[config.mk]
export PLATFORM = sky130hd
export DESIGN_NAME = ram_16x8_prog
export DESIGN_NICKNAME = d
export VERILOG_FILES = /design/src/rtl/ram_16x8_prog.sv
export SDC_FILE = /design/constraint.sdc
export NUM_CORES = 1
export LEC_CHECK = 0
export ABC_AREA = 1
export BUFFER_PORTS_ARGS = -buffer_cell sky130_fd_sc_hd__buf_2
export CAP_MARGIN = 20
export CORE_MARGIN = 1
export CORE_UTILIZATION = 55
export DETAILED_ROUTE_END_ITERATION = 6
export MAX_ROUTING_LAYER = met4
export PLACE_DENSITY = 0.82
export SLEW_MARGIN = 20
export SYNTH_ARGS = -nofsm -noshare
export SYNTH_HDL_FRONTEND = slang
export SYNTH_SLANG_ARGS = --single-unit
export TNS_END_PERCENT = 1
[constraint.sdc]
create_clock -name clk -period 1.6 [get_ports clk]
set_input_delay 0.32 -clock clk [delete_from_list [all_inputs] [get_ports clk]]
set_output_delay 0.32 -clock clk [all_outputs]
set_load 0.02 [all_outputs]
[src/rtl/ram_16x8_prog.sv]
// ram_16x8_prog: 16x8 RAM between the MAR and the shared CPU bus.
// Run mode loads/drives the bus under control-word enables; programming
// mode writes the DIP-switch value on a debounced pushbutton press.
// Optional feature macro RAM_PROG_AUTOINC_EN: programming writes go to an
// auto-incrementing pointer (exported as prog_ptr) instead of addr.
module ram_16x8_prog #(
  parameter int ADDR_WIDTH      = 4,
  parameter int DATA_WIDTH      = 8,
  parameter int DEBOUNCE_CYCLES = 4
) (
  input  logic                  clk,
  input  logic                  clr_n,
  input  logic                  prog,
  input  logic [ADDR_WIDTH-1:0] addr,
  input  logic [DATA_WIDTH-1:0] prog_sw,
  input  logic                  prog_wr_btn,
  input  logic [DATA_WIDTH-1:0] bus_in,
  input  logic                  ram_in,
  input  logic                  ram_out,
  output logic [DATA_WIDTH-1:0] bus_out,
  output logic                  bus_oe,
`ifdef RAM_PROG_AUTOINC_EN
  output logic [ADDR_WIDTH-1:0] prog_ptr,
`endif
  output logic                  prog_busy,
  output logic                  prog_done
);

  localparam int DEPTH = 2 ** ADDR_WIDTH;
  localparam int CNT_W = $clog2(DEBOUNCE_CYCLES + 1);
  localparam logic [CNT_W-1:0] CNT_MAX = CNT_W'(DEBOUNCE_CYCLES);

  typedef enum logic [1:0] {
    IDLE         = 2'd0,
    DEBOUNCE     = 2'd1,
    WRITE        = 2'd2,
    WAIT_RELEASE = 2'd3
  } state_t;

  logic [DATA_WIDTH-1:0] r_mem [DEPTH];
  logic                  r_sync1;
  logic                  r_btn_s;
  state_t                r_state;
  state_t                w_next;
  logic [CNT_W-1:0]      r_cnt;
  logic [CNT_W-1:0]      w_cnt_nxt;
  logic                  r_done;
  logic                  w_prog_wr;
  logic                  w_run_wr;
  logic [ADDR_WIDTH-1:0] w_prog_addr;

`ifdef RAM_PROG_AUTOINC_EN
  logic                  r_prog_d;
  logic [ADDR_WIDTH-1:0] r_ptr;

  // Programming pointer: cleared the cycle after prog rises, bumped per write
  always_ff @(posedge clk or negedge clr_n) begin
    if (!clr_n) begin
      r_prog_d <= 1'b0;
      r_ptr    <= '0;
    end else begin
      r_prog_d <= prog;
      if (prog && !r_prog_d)
        r_ptr <= '0;
      else if (w_prog_wr)
        r_ptr <= r_ptr + 1'b1;
    end
  end

  assign w_prog_addr = r_ptr;
  assign prog_ptr    = r_ptr;
`else
  assign w_prog_addr = addr;
`endif

  // Two-flop synchronizer for the raw asynchronous pushbutton
  always_ff @(posedge clk or negedge clr_n) begin
    if (!clr_n) begin
      r_sync1 <= 1'b0;
      r_btn_s <= 1'b0;
    end else begin
      r_sync1 <= prog_wr_btn;
      r_btn_s <= r_sync1;
    end
  end

  // FSM state register and debounce counter
  always_ff @(posedge clk or negedge clr_n) begin
    if (!clr_n) begin
      r_state <= IDLE;
      r_cnt   <= '0;
    end else begin
      r_state <= w_next;
      r_cnt   <= w_cnt_nxt;
    end
  end

  // Next-state logic; leaving programming mode aborts from any state
  always_comb begin
    w_next    = r_state;
    w_cnt_nxt = r_cnt;
    if (!prog) begin
      w_next = IDLE;
    end else begin
      case (r_state)
        IDLE: begin
          if (r_btn_s) begin
            w_next    = DEBOUNCE;
            w_cnt_nxt = CNT_W'(1);
          end
        end
        DEBOUNCE: begin
          if (!r_btn_s)
            w_next = IDLE;
          else if (r_cnt == CNT_MAX)
            w_next = WRITE;
          else
            w_cnt_nxt = r_cnt + 1'b1;
        end
        WRITE:        w_next = WAIT_RELEASE;
        WAIT_RELEASE: if (!r_btn_s) w_next = IDLE;
        default:      w_next = IDLE;
      endcase
    end
  end

  // FSM outputs: a programming write only happens if still in program mode
  always_comb begin
    w_prog_wr = (r_state == WRITE) && prog;
    w_run_wr  = ram_in && !prog;
  end

  // prog_done pulses in the cycle following the programming write
  always_ff @(posedge clk or negedge clr_n) begin
    if (!clr_n) r_done <= 1'b0;
    else        r_done <= w_prog_wr;
  end

  // Memory array: run-mode bus load or programming write, cleared on reset
  always_ff @(posedge clk or negedge clr_n) begin
    if (!clr_n) begin
      for (int i = 0; i < DEPTH; i++) r_mem[i] <= '0;
    end else if (w_run_wr) begin
      r_mem[addr] <= bus_in;
    end else if (w_prog_wr) begin
      r_mem[w_prog_addr] <= prog_sw;
    end
  end

  assign bus_out   = r_mem[addr];
  assign bus_oe    = ram_out && !prog;
  assign prog_busy = (r_state != IDLE);
  assign prog_done = r_done;

endmodule

### Word level (Yosys, flattened, before mapping)

Index checks and enable logic that the tools add are counted.
W data, S select, Z words.

* logic and storage cells: 65
* register bits after elaboration: 136
* input port bits: 26
* output and inout port bits: 11

* bitwise logic cells: 1
* add/sub/neg operators: 1
* mux-type cells: 19
* reductions and logical operators: 11
* order comparisons: 2
* equal/unequal tests: 10

Operator list (number)
* $bwmux W128: 2
* $mux W128: 2
* $bmux W8 S4: 1
* $demux W8 S4: 1
* $mux W8: 3
* $mux W2: 5
* $mux W3: 3
* $pmux W2 S4: 1
* $ne A2 B2 Y1 const B: 3
* $ne A3 B3 Y1 const B: 2
* $pmux W3 S2: 1
* $reduce_bool A2 Y1: 3
* $ge A5 B5 Y1 const B: 1
* $lt A5 B1 Y1 const B: 1
* $not A4 Y5: 1
* $reduce_and A5 Y1: 1
* $eq A2 B2 Y1 const B: 2
* $logic_and A1 B1 Y1: 4
* $ne A4 B4 Y1 const B: 1
* $add A3 B1 Y3 const B: 1
* $eq A3 B3 Y1 const B: 1
* $reduce_and A3 Y1: 1
* $eq A2 B1 Y1 const B: 1
* $logic_not A2 Y1: 1
* $logic_not A1 Y1: 1

### Depth between registers and ports, before layout

* depth in word-level cells: 8
* mapped depth: 12
* depth with buffers taken out: 9

### Least setup slack after synthesis

Ideal clock, no wire load.

* path kind: input port to output port
* start: input port addr[0]
* end: output port bus_out[1]
* stages: 11
* required time: 1.280 ns
* data arrival time: 1.361 ns
* buffers on the path: 3
* setup slack: -0.081 ns
* path through: buf_2 > buf_4 > clkbuf_1 > nand2_1 > nand2_1 > nand2_1 > nand2_1 > nand2_1 > nand2_1 > inv_1 > nand2_1

* cells in the longest elaborated chain, start to end: 4

Ends and longest elaborated chain
* start: declaration: RTL line 14 `input logic [ADDR_WIDTH-1:0] addr,`
* $not A4 Y5 (not written as such): RTL line 150 `assign bus_out = r_mem[addr];`
* $bmux W8 S4: RTL line 150
* $mux W8 (not written as such) (2 in series): RTL line 150
* end: declaration: RTL line 20 `output logic [DATA_WIDTH-1:0] bus_out,`

Every way passes these cells. The select of a mux whose other input is x is not followed.

### Final worst setup path

* start: register r_mem[52] in the netlist's numbering
* end: output port bus_out[4]

* cells in the longest elaborated chain, start to end: 3

Ends and longest elaborated chain
* start: declaration: RTL line 40 `logic [DATA_WIDTH-1:0] r_mem [DEPTH];`
* start signal: indexed assignment: RTL line 144 `r_mem[addr] <= bus_in;`
* start signal: indexed assignment: RTL line 146 `r_mem[w_prog_addr] <= prog_sw;`
* $bmux W8 S4: RTL line 150
* $mux W8 (not written as such) (2 in series): RTL line 150

Every way passes these cells. The select of a mux whose other input is x is not followed.

==> key figures <==
Status
  – Status: complete, but fails checks
  – Failing checks: negative setup slack

Logic synthesis
  – Post-synthesis mux area share: 0%
  – Distinct cells, synth: 24
  – XOR/XNOR Fraction of Synth Area: 0.124%
  – Sequential cell area fraction in the yosys report: between 40% and 50%
  – Fraction of the mapped netlist area in compound gates: roughly 2.5%
  – Cells after Synth: between 1000 and 1500
  – Synthesized area per cell: roughly 6.8 µm²
  – Syn_nets: 1067
  – Post-synth top flop: dfrtp_1
  – Top cells by area, synth: dfrtp_1 (48%), nand2_1 (39%), o21ai_0 (1.8%)
  – Mapped Area: between 0.007 and 0.008 mm²
  – Largest family of logic cells by synthesized area: simple AND/OR/NAND/NOR gates
  – Yosys reg bits: between 100 and 150
  – Post-synthesis adder-cell area fraction: less than 1%
  – Synth Area in Simple Gates: 43.8%
  – Asr flop ratio synth: between 90% and 100%
  – Ys Warns: 0
  – Number of flops mapped to enable cells by yosys: 0
  – Yosys top cell by area: dfrtp_1
  – Top-area cell type share of the netlist area: 48.4%

Worst setup path
  – Worst path cell trace: nand2_1, nand2_1, nand2_1, nand2_1, nand2_2, nand2_2, inv_2, nand2_2, buf_6
  – Critical R2R Launch: r_state[0]
  – R2R cell count: 7
  – End of the worst register-to-register path: r_mem[25]
  – Data arrival, critical path: 1460 ps
  – Setup Crit Path Kind: register to output port
  – Crit path largest cell delay: 380 ps
  – CP Capture Type: output port
  – Crit path max fanout: 2
  – Kind of cell adding the most delay to the critical path: simple AND/OR/NAND/NOR gates
  – CP max stage cell: dfrtp_1
  – Cell mode on critical path: nand2_1
  – CP Buf/Inv Count: 2
  – Crit path launch: r_mem[52]
  – Slack of the worst reg-to-reg path: 100 ps
  – Worst Setup Start Kind: register
  – Req. time, crit path: ~1300 ps

Clocking
  – Insertion delay to the later sink of the worst-skew pair: roughly 420 ps
  – Max clock buf depth: 2
  – Root Buffer: clkbuf_16
  – Htree depth: 4
  – CTS Sinks: 136
  – CTS tree: done
  – Clock transition at path regs: about 50 ps
  – TritonCTS Buffers: 17

Final layout
  – Most frequent cells in the layout: nand2_1 (709), dfrtp_1 (136), buf_4 (52)
  – Diode count: 0
  – Share of cells above drive strength 1: about 17%
  – Seq. cell area: around 0.0034 mm²
  – Final core occ: approximately 70%
  – Area Overhead vs Synth: 22.4%
  – Final cell count without fillers: between 1000 and 1500
  – Final Net Count: around 1200
  – Commonest non-fill, non-tap cell in the layout: nand2_1
  – Fillers: 960
  – Area of the multi-input gates: around 0.0034 mm²

Job
  – Maxcap violations: 0

Detailed routing
  – Detailed Route WL: 20.5 mm
  – DRC: 0
  – Pre-antenna DRT Iters: 5
  – Total number of vias: 7005
  – Routed Antenna Nets: 0
  – 1st-iter DRT viols: approximately 810
  – Drt wl/cell: 15.7 µm
  – Via density per instance: 5.38

STA
  – Worst Tran Pin Value: ~360 ps
  – Slew HR: ~76%
  – PnR worst setup slack: -183 ps
  – RSZ-0062 raised after global routing: yes
  – Count of pins over their slew limit: 0
  – Worst Skew: approximately 5.5 ps
  – Final hold vios: 0
  – Time the worst path needs with I/O delays and setup: roughly 1800 ps
  – Setup TNS: -1360 ps
  – Crit share post-route: 111%
  – Peak Freq: between 500 and 600 MHz
  – Final Setup Violations: 8

Min path
  – Hold Crit Endpoint: prog_done
  – HP Start: prog
  – Worst hold-check path type: input port to register
  – Hold Crit Depth: 3

Pwr
  – Sw Pwr: 0.00313 W
  – Cell-internal power: approximately 0.0072 W
  – Sequential share of power: between 40 and 50%
  – Power per standard cell area: between 1000 and 1500 mW/mm²
  – Comb pwr share: 21.5%
  – Switching share of power: between 30 and 40%
  – Leak Pwr: roughly 5.1 nW
  – Peak VDD IR: roughly 0.0007 V
  – Clock power share: 34.4%

Placed design
  – Final Wtd Congestion: ~0.90
  – Placed Cells: 1259
  – PortBufs: 36
  – Post-DP HPWL: around 13 mm

Global routing
  – Gr usage total: about a third
  – Initial antenna violation count: 0
  – Vias in the first global route: 6737
  – GRT overflow: 0
  – First-pass GRT wire length: around 34 mm
  – Pin count of the biggest net entering global routing: 40

Floorplan
  – Io pins: 37
  – Die Area: between 0.01 and 0.015 mm²
  – Die height: between 100 and 150 µm
  – Die W: around 120 µm
  – Rows: 40
  – Initial Utilization: 57.4%
  – Core area: about 0.012 mm²
## metal layers
metal | up-vias | share of wire, % | track usage, %
met2 | 399 | 47 | 53.3
met5 | - | 0 | -
met1 | 3258 | 41 | 44.7
li1 | 3301 | - | -
met4 | 0 | 2.1 | 12.6
met3 | 47 | 9.6 | 7.64
## power groups by stage
stage	clock network (W)	registers, W	logic, W
3_3_place_gp	0	0.00457	0.00192
6_report	0.00356	0.00456	0.00223
5_1_grt	0.00374	0.00462	0.00251
2_1_floorplan	0	0.00446	0.00137
3_5_place_dp	0	0.00457	0.00198
4_1_cts	0.00359	0.00453	0.00213
## worst max path at each step
stage / end / cells after the start / slack [ps]
after floorplan: bus_out[0] / 12 / 10
after global placement: bus_out[2] / 12 / -210
after detailed placement: bus_out[5] / 12 / -210
after CTS: bus_out[7] / 9 / -180
after global routing: bus_out[2] / 9 / -260
final: bus_out[4] / 9 / -180
## cell type report
type | count | share of cell area [%]
Clock buffer | 26 | 6.03
Clock inverter | 3 | 0.174
Inverter | 45 | 2.11
Multi-Input combinational cell | 823 | 39.0
Sequential cell | 136 | 39.5
Tap cell | 168 | 2.44
Timing Repair Buffer | 102 | 10.7
## repair_timing
item                                    4_1_cts  5_1_grt
endpoints found under the setup margin        8       33
resized for setup                            36       14
cloned                                        3        1
hold endpoints to repair                     21        0
hold buffers                                  2        0
pin swaps                                    25       17
setup buffers                                 3        6
## tightest hold or removal path, cell delays in order
cell and delay [ps]:
buf_2 140, nand2_2 120, nor2_1 50
## cell families after synthesis
family	after synthesis
compound gates	32
xor+xnor	1
fa+ha+maj	2
buf+inv	80
flops	136
simple gates	788
## cell usage after synthesis (3+ instances only)
cell type and n:
buf_1 3, buf_2 19, clkbuf_1 10, dfrtp_1 136, inv_1 31, inv_2 13, nand2_1 735, nand2_2 4
nand2_4 11, nand3_1 12, nor2_1 21, o21ai_0 26, o21ai_1 4
## sequential cells by signal, indices dropped and copies added (netlist names)
register,flops
r_state,2
r_btn_s,1
r_sync1,1
r_mem,128
r_cnt,3
prog_done,1
## per-stage QoR
step	instance area (µm²)	hold WS, ps	total power [W]	setup slack [ps]
after floorplan	7070	24.4	0.00583	12.7
after global placement	7760	194	0.00648	-212
after detailed placement	7760	198	0.00655	-214
after CTS	8510	251	0.0103	-176
after global routing	8610	269	0.0109	-262
final	8610	260	0.0104	-183
No activity file was read; power rests on OpenSTA's default activity.
